--- config.mk ---
export PLATFORM = sky130hd
export DESIGN_NAME = seq_chunk_adder_flat
export DESIGN_NICKNAME = d
export VERILOG_FILES = /design/src/rtl/seq_chunk_adder_if.sv /design/src/rtl/seq_chunk_adder.sv /design/src/flat_wrapper.sv
export SDC_FILE = /design/constraint.sdc
export NUM_CORES = 1
export LEC_CHECK = 0
export ABC_AREA = 0
export ABC_CLOCK_PERIOD_IN_PS = 2140
export CORE_ASPECT_RATIO = 0.9
export CORE_MARGIN = 4
export CORE_UTILIZATION = 29
export CTS_CLUSTER_DIAMETER = 60
export DETAILED_ROUTE_END_ITERATION = 12
export GPL_TIMING_DRIVEN = 0
export PLACE_DENSITY = 0.49
export SLEW_MARGIN = 20
export SYNTH_ARGS = -nofsm -noshare
export SYNTH_HDL_FRONTEND = slang
export SYNTH_SLANG_ARGS = --single-unit
export TNS_END_PERCENT = 30
--- constraint.sdc ---
create_clock -name clk -period 2.14 [get_ports clk]
set_clock_uncertainty 0.05 [all_clocks]
set_input_delay 0.535 -clock clk [delete_from_list [all_inputs] [get_ports clk]]
set_output_delay 0.535 -clock clk [all_outputs]
set_load 0.005 [all_outputs]
--- src/rtl/seq_chunk_adder_if.sv ---
// Operand/result handshake bundle for seq_chunk_adder.
// Both channels use valid/ready: a transfer happens on a rising edge where valid and ready are both high.
interface seq_chunk_adder_if #(
  parameter int WIDTH = 16
);
  logic             in_valid;
  logic             in_ready;
  logic [WIDTH-1:0] a;
  logic [WIDTH-1:0] b;
  logic             c_in;
  logic             sub;
  logic             acc_en;
  logic             acc_clr;
  logic             out_valid;
  logic             out_ready;
  logic [WIDTH-1:0] sum;
  logic             c_out;
  logic             ovf;

  modport master (
    output in_valid, a, b, c_in, sub, acc_en, acc_clr, out_ready,
    input  in_ready, out_valid, sum, c_out, ovf
  );

  modport slave (
    input  in_valid, a, b, c_in, sub, acc_en, acc_clr, out_ready,
    output in_ready, out_valid, sum, c_out, ovf
  );
endinterface

--- src/rtl/seq_chunk_adder.sv ---
// Chunk-serial add/subtract unit: CHUNK bits per cycle with the carry held in a register,
// plus an internal accumulator that can stand in for operand A. WIDTH must be a multiple of CHUNK.
module seq_chunk_adder #(
  parameter int WIDTH = 16,
  parameter int CHUNK = 4
) (
  input  logic             clk,
  input  logic             rst,
  seq_chunk_adder_if.slave bus,
  output logic [1:0]       dbg_state,
  output logic [WIDTH-1:0] dbg_acc
);

  localparam int NCHUNK = WIDTH / CHUNK;
  localparam int IDX_W  = (NCHUNK > 1) ? $clog2(NCHUNK) : 1;
  localparam logic [IDX_W-1:0] LAST_IDX = IDX_W'(NCHUNK - 1);

  typedef enum logic [1:0] {
    S_IDLE = 2'd0,
    S_RUN  = 2'd1,
    S_DONE = 2'd2
  } state_t;

  state_t           state_q, state_d;
  logic [WIDTH-1:0] op_a_q, op_a_d;
  logic [WIDTH-1:0] op_b_q, op_b_d;
  logic [WIDTH-1:0] res_q, res_d;
  logic [WIDTH-1:0] sum_q, sum_d;
  logic [WIDTH-1:0] acc_q, acc_d;
  logic [IDX_W-1:0] idx_q, idx_d;
  logic             carry_q, carry_d;
  logic             acc_en_q, acc_en_d;
  logic             c_out_q, c_out_d;
  logic             ovf_q, ovf_d;

  logic [CHUNK-1:0] a_slice;
  logic [CHUNK-1:0] b_slice;
  logic [CHUNK:0]   slice_sum;
  logic             msb_cin;
  logic [WIDTH-1:0] res_shift;
  logic [WIDTH-1:0] acc_src;

  // Operands shift right one slice per RUN cycle, so the active slice is always the low CHUNK bits.
  always_comb begin
    a_slice   = op_a_q[CHUNK-1:0];
    b_slice   = op_b_q[CHUNK-1:0];
    slice_sum = {1'b0, a_slice} + {1'b0, b_slice} + {{CHUNK{1'b0}}, carry_q};
    // Carry into the slice MSB recovered from its sum bit and operand bits.
    msb_cin   = slice_sum[CHUNK-1] ^ a_slice[CHUNK-1] ^ b_slice[CHUNK-1];
    res_shift = (res_q >> CHUNK) | (WIDTH'(slice_sum[CHUNK-1:0]) << (WIDTH - CHUNK));
  end

  always_comb begin
    state_d  = state_q;
    op_a_d   = op_a_q;
    op_b_d   = op_b_q;
    res_d    = res_q;
    sum_d    = sum_q;
    acc_d    = acc_q;
    idx_d    = idx_q;
    carry_d  = carry_q;
    acc_en_d = acc_en_q;
    c_out_d  = c_out_q;
    ovf_d    = ovf_q;
    acc_src  = bus.acc_clr ? '0 : acc_q;

    case (state_q)
      S_IDLE: begin
        if (bus.acc_clr) begin
          acc_d = '0;
        end
        // A clear in the accepting cycle takes effect before acc is captured as operand A.
        if (bus.in_valid) begin
          op_a_d   = bus.acc_en ? acc_src : bus.a;
          op_b_d   = bus.sub ? ~bus.b : bus.b;
          carry_d  = bus.sub ? 1'b1 : bus.c_in;
          acc_en_d = bus.acc_en;
          res_d    = '0;
          idx_d    = '0;
          state_d  = S_RUN;
        end
      end
      S_RUN: begin
        op_a_d  = op_a_q >> CHUNK;
        op_b_d  = op_b_q >> CHUNK;
        carry_d = slice_sum[CHUNK];
        res_d   = res_shift;
        idx_d   = idx_q + IDX_W'(1);
        if (idx_q == LAST_IDX) begin
          sum_d   = res_shift;
          c_out_d = slice_sum[CHUNK];
          ovf_d   = msb_cin ^ slice_sum[CHUNK];
          idx_d   = '0;
          state_d = S_DONE;
        end
      end
      S_DONE: begin
        if (bus.out_ready) begin
          if (acc_en_q) begin
            acc_d = sum_q;
          end
          state_d = S_IDLE;
        end
      end
      default: begin
        state_d = S_IDLE;
      end
    endcase
  end

  always_ff @(posedge clk) begin
    if (rst) begin
      state_q  <= S_IDLE;
      op_a_q   <= '0;
      op_b_q   <= '0;
      res_q    <= '0;
      sum_q    <= '0;
      acc_q    <= '0;
      idx_q    <= '0;
      carry_q  <= 1'b0;
      acc_en_q <= 1'b0;
      c_out_q  <= 1'b0;
      ovf_q    <= 1'b0;
    end else begin
      state_q  <= state_d;
      op_a_q   <= op_a_d;
      op_b_q   <= op_b_d;
      res_q    <= res_d;
      sum_q    <= sum_d;
      acc_q    <= acc_d;
      idx_q    <= idx_d;
      carry_q  <= carry_d;
      acc_en_q <= acc_en_d;
      c_out_q  <= c_out_d;
      ovf_q    <= ovf_d;
    end
  end

  assign bus.in_ready  = (state_q == S_IDLE);
  assign bus.out_valid = (state_q == S_DONE);
  assign bus.sum       = sum_q;
  assign bus.c_out     = c_out_q;
  assign bus.ovf       = ovf_q;
  assign dbg_state     = state_q;
  assign dbg_acc       = acc_q;

endmodule

--- src/flat_wrapper.sv ---
// flat-port wrapper written by rule: the top's interface ports become plain ports
module seq_chunk_adder_flat 
#(
  parameter int WIDTH = 16,
  parameter int CHUNK = 4
)
  (clk, rst, dbg_state, dbg_acc, bus_in_valid, bus_a, bus_b, bus_c_in, bus_sub, bus_acc_en, bus_acc_clr, bus_out_ready, bus_in_ready, bus_out_valid, bus_sum, bus_c_out, bus_ovf);
  seq_chunk_adder_if #(.WIDTH(WIDTH)) bus_i ();
  input  logic clk;
  input  logic rst;
  output logic [1:0] dbg_state;
  output logic [WIDTH-1:0] dbg_acc;
  input wire logic [$bits(bus_i.in_valid)-1:0] bus_in_valid;
  input wire logic [$bits(bus_i.a)-1:0] bus_a;
  input wire logic [$bits(bus_i.b)-1:0] bus_b;
  input wire logic [$bits(bus_i.c_in)-1:0] bus_c_in;
  input wire logic [$bits(bus_i.sub)-1:0] bus_sub;
  input wire logic [$bits(bus_i.acc_en)-1:0] bus_acc_en;
  input wire logic [$bits(bus_i.acc_clr)-1:0] bus_acc_clr;
  input wire logic [$bits(bus_i.out_ready)-1:0] bus_out_ready;
  output wire logic [$bits(bus_i.in_ready)-1:0] bus_in_ready;
  output wire logic [$bits(bus_i.out_valid)-1:0] bus_out_valid;
  output wire logic [$bits(bus_i.sum)-1:0] bus_sum;
  output wire logic [$bits(bus_i.c_out)-1:0] bus_c_out;
  output wire logic [$bits(bus_i.ovf)-1:0] bus_ovf;
  assign bus_i.in_valid = bus_in_valid;
  assign bus_i.a = bus_a;
  assign bus_i.b = bus_b;
  assign bus_i.c_in = bus_c_in;
  assign bus_i.sub = bus_sub;
  assign bus_i.acc_en = bus_acc_en;
  assign bus_i.acc_clr = bus_acc_clr;
  assign bus_i.out_ready = bus_out_ready;
  assign bus_in_ready = bus_i.in_ready;
  assign bus_out_valid = bus_i.out_valid;
  assign bus_sum = bus_i.sum;
  assign bus_c_out = bus_i.c_out;
  assign bus_ovf = bus_i.ovf;
  seq_chunk_adder #(.WIDTH(WIDTH), .CHUNK(CHUNK)) u_core (.clk(clk), .rst(rst), .bus(bus_i), .dbg_state(dbg_state), .dbg_acc(dbg_acc));
endmodule
==> reports/results.tsv, run 1 <==
metric	value	unit
outcome	finished clean	
grt_max_degree	16	
antenna_found_initial	0	
final_cell_area	4986	um2
drc	0	
p_seq_frac	0.429	
vias	3468	
vias_per_cell	4.976	
synthCells	449	
ys_seq_elements	84	
area_delta_synth_final	34.08	%
coreArea	12310	um2
rr_worst_depth	8	
wl	12050	um
crit_buf_inv	1	
gp_congestion	0.8598	
crit_cells	8	
worst_skew_pair.late_latency	0.34	ns
crit_slowest_cell	fa_1	
fin_ws	0.07350	ns
ys_seq_area_frac	0.4522	
fin_hold_ws	0.4171	ns
clockBufferDepth	2	
synth-edff-count	0	
grt_pass1_vias	3365	
critPathLaunchType	register	
yosysWarnings	0	
ant_nets	0	
drv_cap	0	
fillers	1245	
instances_no_fill	697	
grtUsageTotal	0.1636	
crit_required	2.35	ns
p_switching	0.9635	mW
ir_worst_vdd	0.4164	mV
cp-end-kind	register	
async_flop_share	0	
clk_pin_slew_worst_paths	0.07	ns
drive_above_1_share	0.08752	
swShare	0.2516	
post-place-ws	0.04383	ns
overflow	0	
antenna_cells	0	
setup_viol	0	
fin_crit	2.067	ns
firstDrtPassIters	5	
synth_top_area_share	0.4522	
synth_top_family_by_area	compound AO/OA/AOI/OAI gates	
relSlewSlack	0.5957	
nets	578	
io_pins	78	
cts-root-buf	clkbuf_16	
synth.avg_cell_area	8.282	um2
p_clk_frac	0.457	
path_class	register to register	
crit_arrival	2.28	ns
synth_compound_area_frac	0.2160	
cp_cell_sequence	fa_1 > inv_1 > fa_1 > nand2b_1 > a21oi_2 > xnor2_1 > xnor2_1 > o31ai_1	
yosysTopAreaCell	dfxtp_1	
rsz0062_at_grt	true	
yosys.area_share.simple	0.1770	
cts_tree	done	
die_h	115.4	um
synth_area_leaders	dfxtp_1 (45%), a22oi_1 (7.7%), nor2_1 (6.4%), nand2_1 (6.2%), a21oi_1 (5.9%)	
rows	38	
p_int	2.867	mW
multi_input_area	1744	um2
synth_area	3719	um2
pwr_density_cell	768.2	nW/um2
synthMuxAreaShare	0	
htreeDepth	3	
dp_hpwl	9163	um
ys.flop_type	dfxtp_1	
ff_latch_area	1682	um2
yosysUniqueCellTypes	34	
clock-sinks	84	
dpl_cell_area	4639	um2
synthAdderAreaFrac	0.02423	
finalCritPeriodShare	0.9657	
holdBufCountCts	0	
placed_cells	681	
wire_per_inst	17.29	um
path_max_fanout	3	
port_buffers	72	
hold_viol	0	
cp_top_family	adder cells	
slew_violations	0	
numCtsBuffers	9	
synthTopCellsByCount	dfxtp_1 (84), nor2_1 (63), nand2_1 (61)	
start_util	0.3020	
drtIter0Drc	314	
p_leak	1.855	nW
p_comb_frac	0.115	
fp.dieW	127.4	um
syn_nets	495	
grt_pass1_wl	18450	um
max_stage_delay	0.45	ns
dieArea	14700	um2
p_total	3.830	mW
fmax	0.4839	GHz
min_path_cells	2	
tightestPinTransition	0.6064	ns
synth.most_common_cell	dfxtp_1	
synth_xor_area_frac	0.04946	
hp-class	register to register	
[layout make-up]
| class | instances | share of cell area |
|---|---|---|
| multi-input cells | 303 | 0.3498 |
| flip-flops and latches | 84 | 0.3373 |
| repair buffers | 72 | 0.1455 |
| clock buffers | 10 | 0.04793 |
| plain buffers | 39 | 0.04316 |
| well taps | 160 | 0.04015 |
| clock inverters | 6 | 0.01882 |
| inverters | 23 | 0.01731 |
[stage by stage]
step,setup TNS (ns),util
2_1_floorplan,0,-
4_1_cts,0,0.4042
3_5_place_dp,0,0.3768
3_3_place_gp,0,0.3768
5_1_grt,-0.04885,0.4049
6_report,0,0.4049
[path summary, 6_finish.rpt]
check | from | to | slack, ns
max | u_core.carry_q$_SDFFE_PP0P_ | u_core.bus.ovf$_SDFFE_PP0P_ | 0.07
min | u_core.res_q[6]$_SDFFE_PP0P_ | u_core.bus.sum[2]$_SDFFE_PP0P_ | 0.42
max reg2reg | u_core.carry_q$_SDFFE_PP0P_ | u_core.bus.ovf$_SDFFE_PP0P_ | 0.07
min reg2reg | u_core.res_q[6]$_SDFFE_PP0P_ | u_core.bus.sum[2]$_SDFFE_PP0P_ | 0.42
[state kept, by name (all words and copies together) (netlist names)]
register and count:
u_core.dbg_acc 16, u_core.acc_en_q 1, u_core.op_a_q 16, u_core.res_q 12, u_core.bus.ovf 1, u_core.op_b_q 16, u_core.carry_q 1, u_core.dbg_state 2
u_core.bus.c_out 1, u_core.idx_q 2, u_core.bus.sum 16
[power by group through the flow]
stage               combinational (mW)  clock (mW)  sequential [mW]
floorplan                        0.268           0             1.67
global placement                 0.432           0             1.68
detailed placement               0.435           0             1.68
CTS                              0.438        1.77             1.64
global route                     0.486        1.83             1.64
finish                           0.440        1.75             1.64
[kinds of logic (layout without fill, tap and decap cells)]
group,Yosys count,after routing
compound gates,121,121
xor+xnor,21,21
fa+ha+maj,6,6
buf+inv,62,150
flops,84,84
simple gates,155,155
[layer usage]
metal	up-vias	routed length (um)	GRT usage
li1	1706	-	-
met1	1663	5899	0.2349
met2	91	5459	0.2497
met3	8	584	0.03963
met4	0	107	0.03717
met5	-	0	0
[repair_timing]
| action | CTS | global route |
|---|---|---|
| buffers inserted | 0 | 0 |
| resized for setup | 1 | 3 |
| pin swaps | 0 | 1 |
| gates cloned | 0 | 0 |
| hold endpoints to repair | 0 | 0 |
| setup endpoints to repair | 1 | 3 |
[worst reg2reg max path, delay by kind of cell (launching register included)]
family	cells	cell delay (ns)
adders and majority gates	2	0.66
AOI/OAI and AO/OA	2	0.41
DFF	1	0.38
xor gates and xnor gates	2	0.26
and+or+nand+nor	1	0.17
buffers and inverters	1	0.06
[cell usage in the layout (no fill, tap or decap), types with 3 or more instances in the layout]
cell / synthesis / routed
dfxtp_1: 84 / 84
clkdlybuf4s50_1: 0 / 70
nor2_1: 63 / 63
nand2_1: 61 / 61
a21oi_1: 44 / 43
a22oi_1: 38 / 38
inv_1: 23 / 23
o22ai_1: 20 / 20
clkbuf_1: 15 / 15
buf_2: 13 / 13
xor2_1: 12 / 12
a222oi_1: 12 / 12
nand3_1: 11 / 11
nand2b_1: 10 / 10
xnor2_1: 9 / 9
clkbuf_16: 0 / 9
buf_4: 8 / 8
ha_1: 4 / 4
buf_6: 3 / 3
inv_6: 0 / 3
No activity file was read; power rests on OpenSTA's default activity.
==> run 2, diff against run 1 <==
- CORE_UTILIZATION: 29 -> 50
- CTS_CLUSTER_DIAMETER: 60 -> 100
- PLACE_DENSITY: 0.49 -> 0.77
==> reports/results.tsv, run 2 (synthesis gave the netlist of run 1 again) <==
metric	value	unit	change
outcome	finished clean		
final_cell_area	4767	um2	-4.4%
port_buffers	72		unchanged
io_pins	78		unchanged
overflow	0		unchanged
clk_pin_slew_worst_paths	0.09	ns	+0.02 ns
worst_skew_pair.late_latency	0.36	ns	+0.02 ns
dp_hpwl	7972	um	-13%
crit_required	2.37	ns	+0.02 ns
slew_violations	0		unchanged
cts_tree	done		
r2r_setup_slack	0.12	ns	+0.05 ns
grtUsageTotal	0.2445		+0.08093
fin_util	0.6669		+0.2620
post-place-ws	0.01851	ns	-0.02532 ns
hold_viol	0		unchanged
firstDrtPassIters	8		+3
tightestPinTransition	0.5952	ns	-0.01117 ns
area_delta_synth_final	28.20	%	
grt_max_degree	17		+1
crit_slowest_cell	fa_1		
cp_top_family	adder cells		
drive_above_1_share	0.09294		+0.005414
wl	10850	um	-10%
antenna_cells	0		unchanged
start_util	0.5202		+0.2182
grt_pass1_vias	3350		-0.45%
holdBufCountCts	0		unchanged
numCtsBuffers	9		unchanged
dpl_cell_area	4556	um2	-1.8%
wire_per_inst	17.19	um	-0.59%
path_class	register to register		
crit_end	u_core.bus.ovf$_SDFFE_PP0P_		
fmax	0.4951	GHz	+2.3%
htreeDepth	3		unchanged
clockBufferDepth	2		unchanged
clock-sinks	84		unchanged
vias	3579		+3.2%
setup_viol	0		unchanged
crit_arrival	2.25	ns	-0.03 ns
pwr_density_cell	656.7	nW/um2	-15%
p_total	3.131	mW	-18%
antenna_found_initial	0		unchanged
ant_nets	0		unchanged
rr_worst_depth	8		unchanged
relSlewSlack	0.6032		+0.007443
mostFrequentLayoutCells	dfxtp_1 (82), clkdlybuf4s50_1 (70), nor2_1 (63), nand2_1 (61), a21oi_1 (43)		
drv_cap	0		unchanged
grt_pass1_wl	17300	um	-6.2%
cp_cell_sequence	fa_1 > inv_1 > fa_1 > nand2b_1 > a21oi_2 > xnor2_1 > xnor2_1 > o31ai_1		
drc	0		unchanged
path_max_fanout	2		-1
crit_buf_inv	1		unchanged
ir_worst_vdd	0.3223	mV	-23%
rsz0062_at_grt	true		
cp-end-kind	register		
cts-root-buf	clkbuf_8		
fp.dieW	98.91	um	-22%
p_leak	1.794	nW	-3.3%
coreArea	7148	um2	-42%
die_h	89.82	um	-22%
nets	579		+0.17%
fin_crit	2.020	ns	-0.04679 ns
finalCritPeriodShare	0.9438		-0.02186
reg2reg_from	u_core.op_a_q[0]$_SDFFE_PP0P_		
vias_per_cell	5.672		+14%
rows	29		-24%
max_stage_delay	0.46	ns	about the same
timing.rr.end	u_core.bus.ovf$_SDFFE_PP0P_		
crit_cells	8		unchanged
critPathLaunch	u_core.op_a_q[0]$_SDFFE_PP0P_		
critPathLaunchType	register		
fillers	590		-53%
fin_ws	0.1203	ns	+0.04679 ns
dieArea	8883	um2	-40%
gp_congestion	0.9022		+4.9%
drtIter0Drc	375		+19%
final_common_cell	dfxtp_1		
hp-class	register to register		
[run 2: per-stage QoR]
stage                     cells  hold slack, ns  setup TNS, ns
after floorplan             449          0.3815              0
after global placement      614          0.3959              0
after detailed placement    614          0.4031              0
after CTS                   630          0.4182              0
after global routing        631          0.4362       -0.01744
final                       631          0.4135              0
[run 2: worst min-delay path by stage]
stage / from / endpoint / slack [ns] / depth (start not counted)
5_1_grt: u_core.res_q[5]$_SDFFE_PP0P_ / u_core.bus.sum[1]$_SDFFE_PP0P_ / 0.44 / 2
2_1_floorplan: u_core.res_q[4]$_SDFFE_PP0P_ / u_core.bus.sum[0]$_SDFFE_PP0P_ / 0.38 / 2
3_3_place_gp: u_core.res_q[5]$_SDFFE_PP0P_ / u_core.bus.sum[1]$_SDFFE_PP0P_ / 0.40 / 2
6_report: u_core.res_q[6]$_SDFFE_PP0P_ / u_core.bus.sum[2]$_SDFFE_PP0P_ / 0.41 / 2
4_1_cts: u_core.res_q[4]$_SDFFE_PP0P_ / u_core.bus.sum[0]$_SDFFE_PP0P_ / 0.42 / 2
3_5_place_dp: u_core.res_q[4]$_SDFFE_PP0P_ / u_core.bus.sum[0]$_SDFFE_PP0P_ / 0.40 / 2
[run 2: tightest hold or removal path, stage by stage (launching register included)]
cell and delay (ns):
dfxtp_1 0.32, nand2_1 0.05, a21oi_1 0.05
[run 2: where the power goes]
group          total, mW  switching (mW)  internal (mW)
Combinational      0.433           0.243          0.191
Sequential          1.64          0.0338           1.61
Clock               1.06           0.616          0.439
Total               3.13           0.893           2.24
[run 2: final cells by class]
cell class              count  area, um2  share of cell area
multi-input cells         303       1749              0.3669
repair buffers             73      733.2              0.1538
plain buffers              39      215.2             0.04514
clock inverters             7      58.81             0.01234
well taps                  93      116.4             0.02441
flip-flops and latches     84       1684              0.3533
clock buffers               9      123.9             0.02598
inverters                  23      86.33             0.01811
[run 2: routing by layer]
layer  global-route usage  part of all wire  wire length [um]
met3              0.05960             0.081               877
met4              0.06030             0.011               123
met1               0.3475              0.44              4818
met5                    0                 0                 0
met2               0.3736              0.46              5025
[run 2: repair_timing]
item                                    in CTS  in global routing
setup buffers                                0                  1
pin swaps                                    0                  1
endpoints found under the setup margin       2                  3
gates resized for setup                      2                  5
==> run 3, diff against run 2 <==
- PLACE_DENSITY: 0.77 -> 0.78
==> reports/results.tsv, run 3 (synthesis gave the netlist of run 1 again) <==
metric	value	unit	change
drv_cap	0		unchanged
area_delta_synth_final	28.90	%	
multi_input_area	1757	um2	+0.43%
hp-class	register to register		
start_util	0.5202		unchanged
hold_viol	0		unchanged
critPathLaunch	u_core.dbg_state[1]$_SDFFE_PP0P_		
fmax	0.4757	GHz	-3.9%
worst_skew_pair.late_latency	0.36	ns	about the same
cp-end-kind	output pin		
numCtsBuffers	9		unchanged
crit_arrival	1.52	ns	-0.73 ns
antenna_cells	0		unchanged
ff_latch_area	1684	um2	unchanged
fp.dieW	98.91	um	unchanged
setup_viol	0		unchanged
clockBufferDepth	2		unchanged
instances_no_fill	631		unchanged
gp_congestion	0.8994		-0.31%
critPathLaunchType	register		
dieArea	8883	um2	unchanged
htreeDepth	3		unchanged
clk_pin_slew_worst_paths	0.09	ns	about the same
firstDrtPassIters	5		-3
fillers	599		+1.5%
timing.rr.end	u_core.bus.ovf$_SDFFE_PP0P_		
fin_crit	2.102	ns	+0.08249 ns
drtIter0Drc	335		-11%
ir_worst_vdd	0.3825	mV	+19%
drive_above_1_share	0.09480		+0.001859
clock-sinks	84		unchanged
mostFrequentLayoutCells	dfxtp_1 (82), clkdlybuf4s50_1 (71), nor2_1 (63), nand2_1 (61), a21oi_1 (43)		
grt_pass1_vias	3314		-1.1%
cts-root-buf	clkbuf_8		
dp_hpwl	8001	um	+0.36%
relSlewSlack	0.6322		+0.02900
grt_max_degree	16		-1
overflow	0		unchanged
crit_required	1.55	ns	-0.82 ns
antenna_found_initial	0		unchanged
r2r_setup_slack	0.10	ns	-0.02 ns
fin_hold_ws	0.4167	ns	+0.003187 ns
io_pins	78		unchanged
coreArea	7148	um2	unchanged
pwr_density_cell	672.3	nW/um2	+2.4%
setup-tns-final	0	ns	unchanged
cts_tree	done		
die_h	89.82	um	unchanged
wire_per_inst	17.13	um	-0.35%
placed_cells	614		unchanged
rows	29		unchanged
ant_nets	0		unchanged
tightestPinTransition	0.5517	ns	-0.04351 ns
slew_violations	0		unchanged
vias	3561		-0.50%
path_class	register to output pin		
vias_per_cell	5.643		-0.50%
crit_end	bus_in_ready		
grt_pass1_wl	16960	um	-2.0%
grtUsageTotal	0.2403		-0.004195
wl	10810	um	-0.35%
rr_worst_depth	8		unchanged
port_buffers	72		unchanged
drc	0		unchanged
p_leak	1.805	nW	+0.63%
nets	580		+0.17%
final_cell_area	4793	um2	+0.55%
dpl_cell_area	4556	um2	unchanged
path_max_fanout	10		+8
outcome	finished clean		
reg2reg_from	u_core.carry_q$_SDFFE_PP0P_		
rsz0062_at_grt	true		
finalCritPeriodShare	0.9823		+0.03855
final_common_cell	dfxtp_1		
## run 3: how the worst min path moves through the flow
| stage | slack (ns) | endpoint | from | cells past startpoint |
|---|---|---|---|---|
| global placement | 0.40 | u_core.bus.sum[0]$_SDFFE_PP0P_ | u_core.res_q[4]$_SDFFE_PP0P_ | 2 |
| finish | 0.42 | u_core.bus.sum[0]$_SDFFE_PP0P_ | u_core.res_q[4]$_SDFFE_PP0P_ | 2 |
| CTS | 0.42 | u_core.bus.sum[3]$_SDFFE_PP0P_ | u_core.res_q[7]$_SDFFE_PP0P_ | 2 |
| global route | 0.44 | u_core.bus.sum[2]$_SDFFE_PP0P_ | u_core.res_q[6]$_SDFFE_PP0P_ | 2 |
| floorplan | 0.38 | u_core.bus.sum[0]$_SDFFE_PP0P_ | u_core.res_q[4]$_SDFFE_PP0P_ | 2 |
| detailed placement | 0.41 | u_core.bus.sum[1]$_SDFFE_PP0P_ | u_core.res_q[5]$_SDFFE_PP0P_ | 2 |
## run 3: routing by layer
layer  share of wire  track usage  up-vias
met5               0            0        -
met4           0.017      0.07850        0
met3           0.077      0.05882       19
met2            0.46       0.3647      150
met1            0.45       0.3350     1682
li1                -            -     1710
## run 3: timing repair
item                                    CTS  global route
pin swaps                                 0             2
buffers inserted                          0             2
hold buffers                              0             0
gates resized for setup                   2             5
endpoints found under the setup margin    2             3
## run 3: power breakdown
group / switching (mW) / leakage, nW / total [mW] / internal (mW)
Sequential: 0.0336 / 0.682 / 1.64 / 1.61
Clock: 0.600 / 0.0963 / 1.15 / 0.545
Combinational: 0.242 / 1.03 / 0.436 / 0.195
Total: 0.875 / 1.81 / 3.22 / 2.35
## run 3: critical path: stages (launching register included)
cell and delay, ns:
dfxtp_1 0.35, buf_4 0.19, nor2_4 0.11, clkdlybuf4s50_1 0.51
## run 3: layout make-up
| class | instances | area share |
|---|---|---|
| clock inverters | 6 | 0.01514 |
| plain buffers | 39 | 0.04490 |
| repair buffers | 74 | 0.1540 |
| multi-input cells | 303 | 0.3665 |
| clock buffers | 9 | 0.02584 |
| flip-flops and latches | 84 | 0.3513 |
| well taps | 93 | 0.02428 |
| inverters | 23 | 0.01801 |
## run 3: metrics by stage
| stage | util | power [mW] | setup WS (ns) |
|---|---|---|---|
| finish | 0.6706 | 3.223 | 0.03780 |
| floorplan | - | 1.934 | 0.2247 |
| global route | 0.6706 | 3.340 | -0.02909 |
| CTS | 0.6660 | 3.219 | -0.005702 |
| detailed placement | 0.6373 | 2.097 | 0.01870 |
| global placement | 0.6373 | 2.086 | 0.06203 |
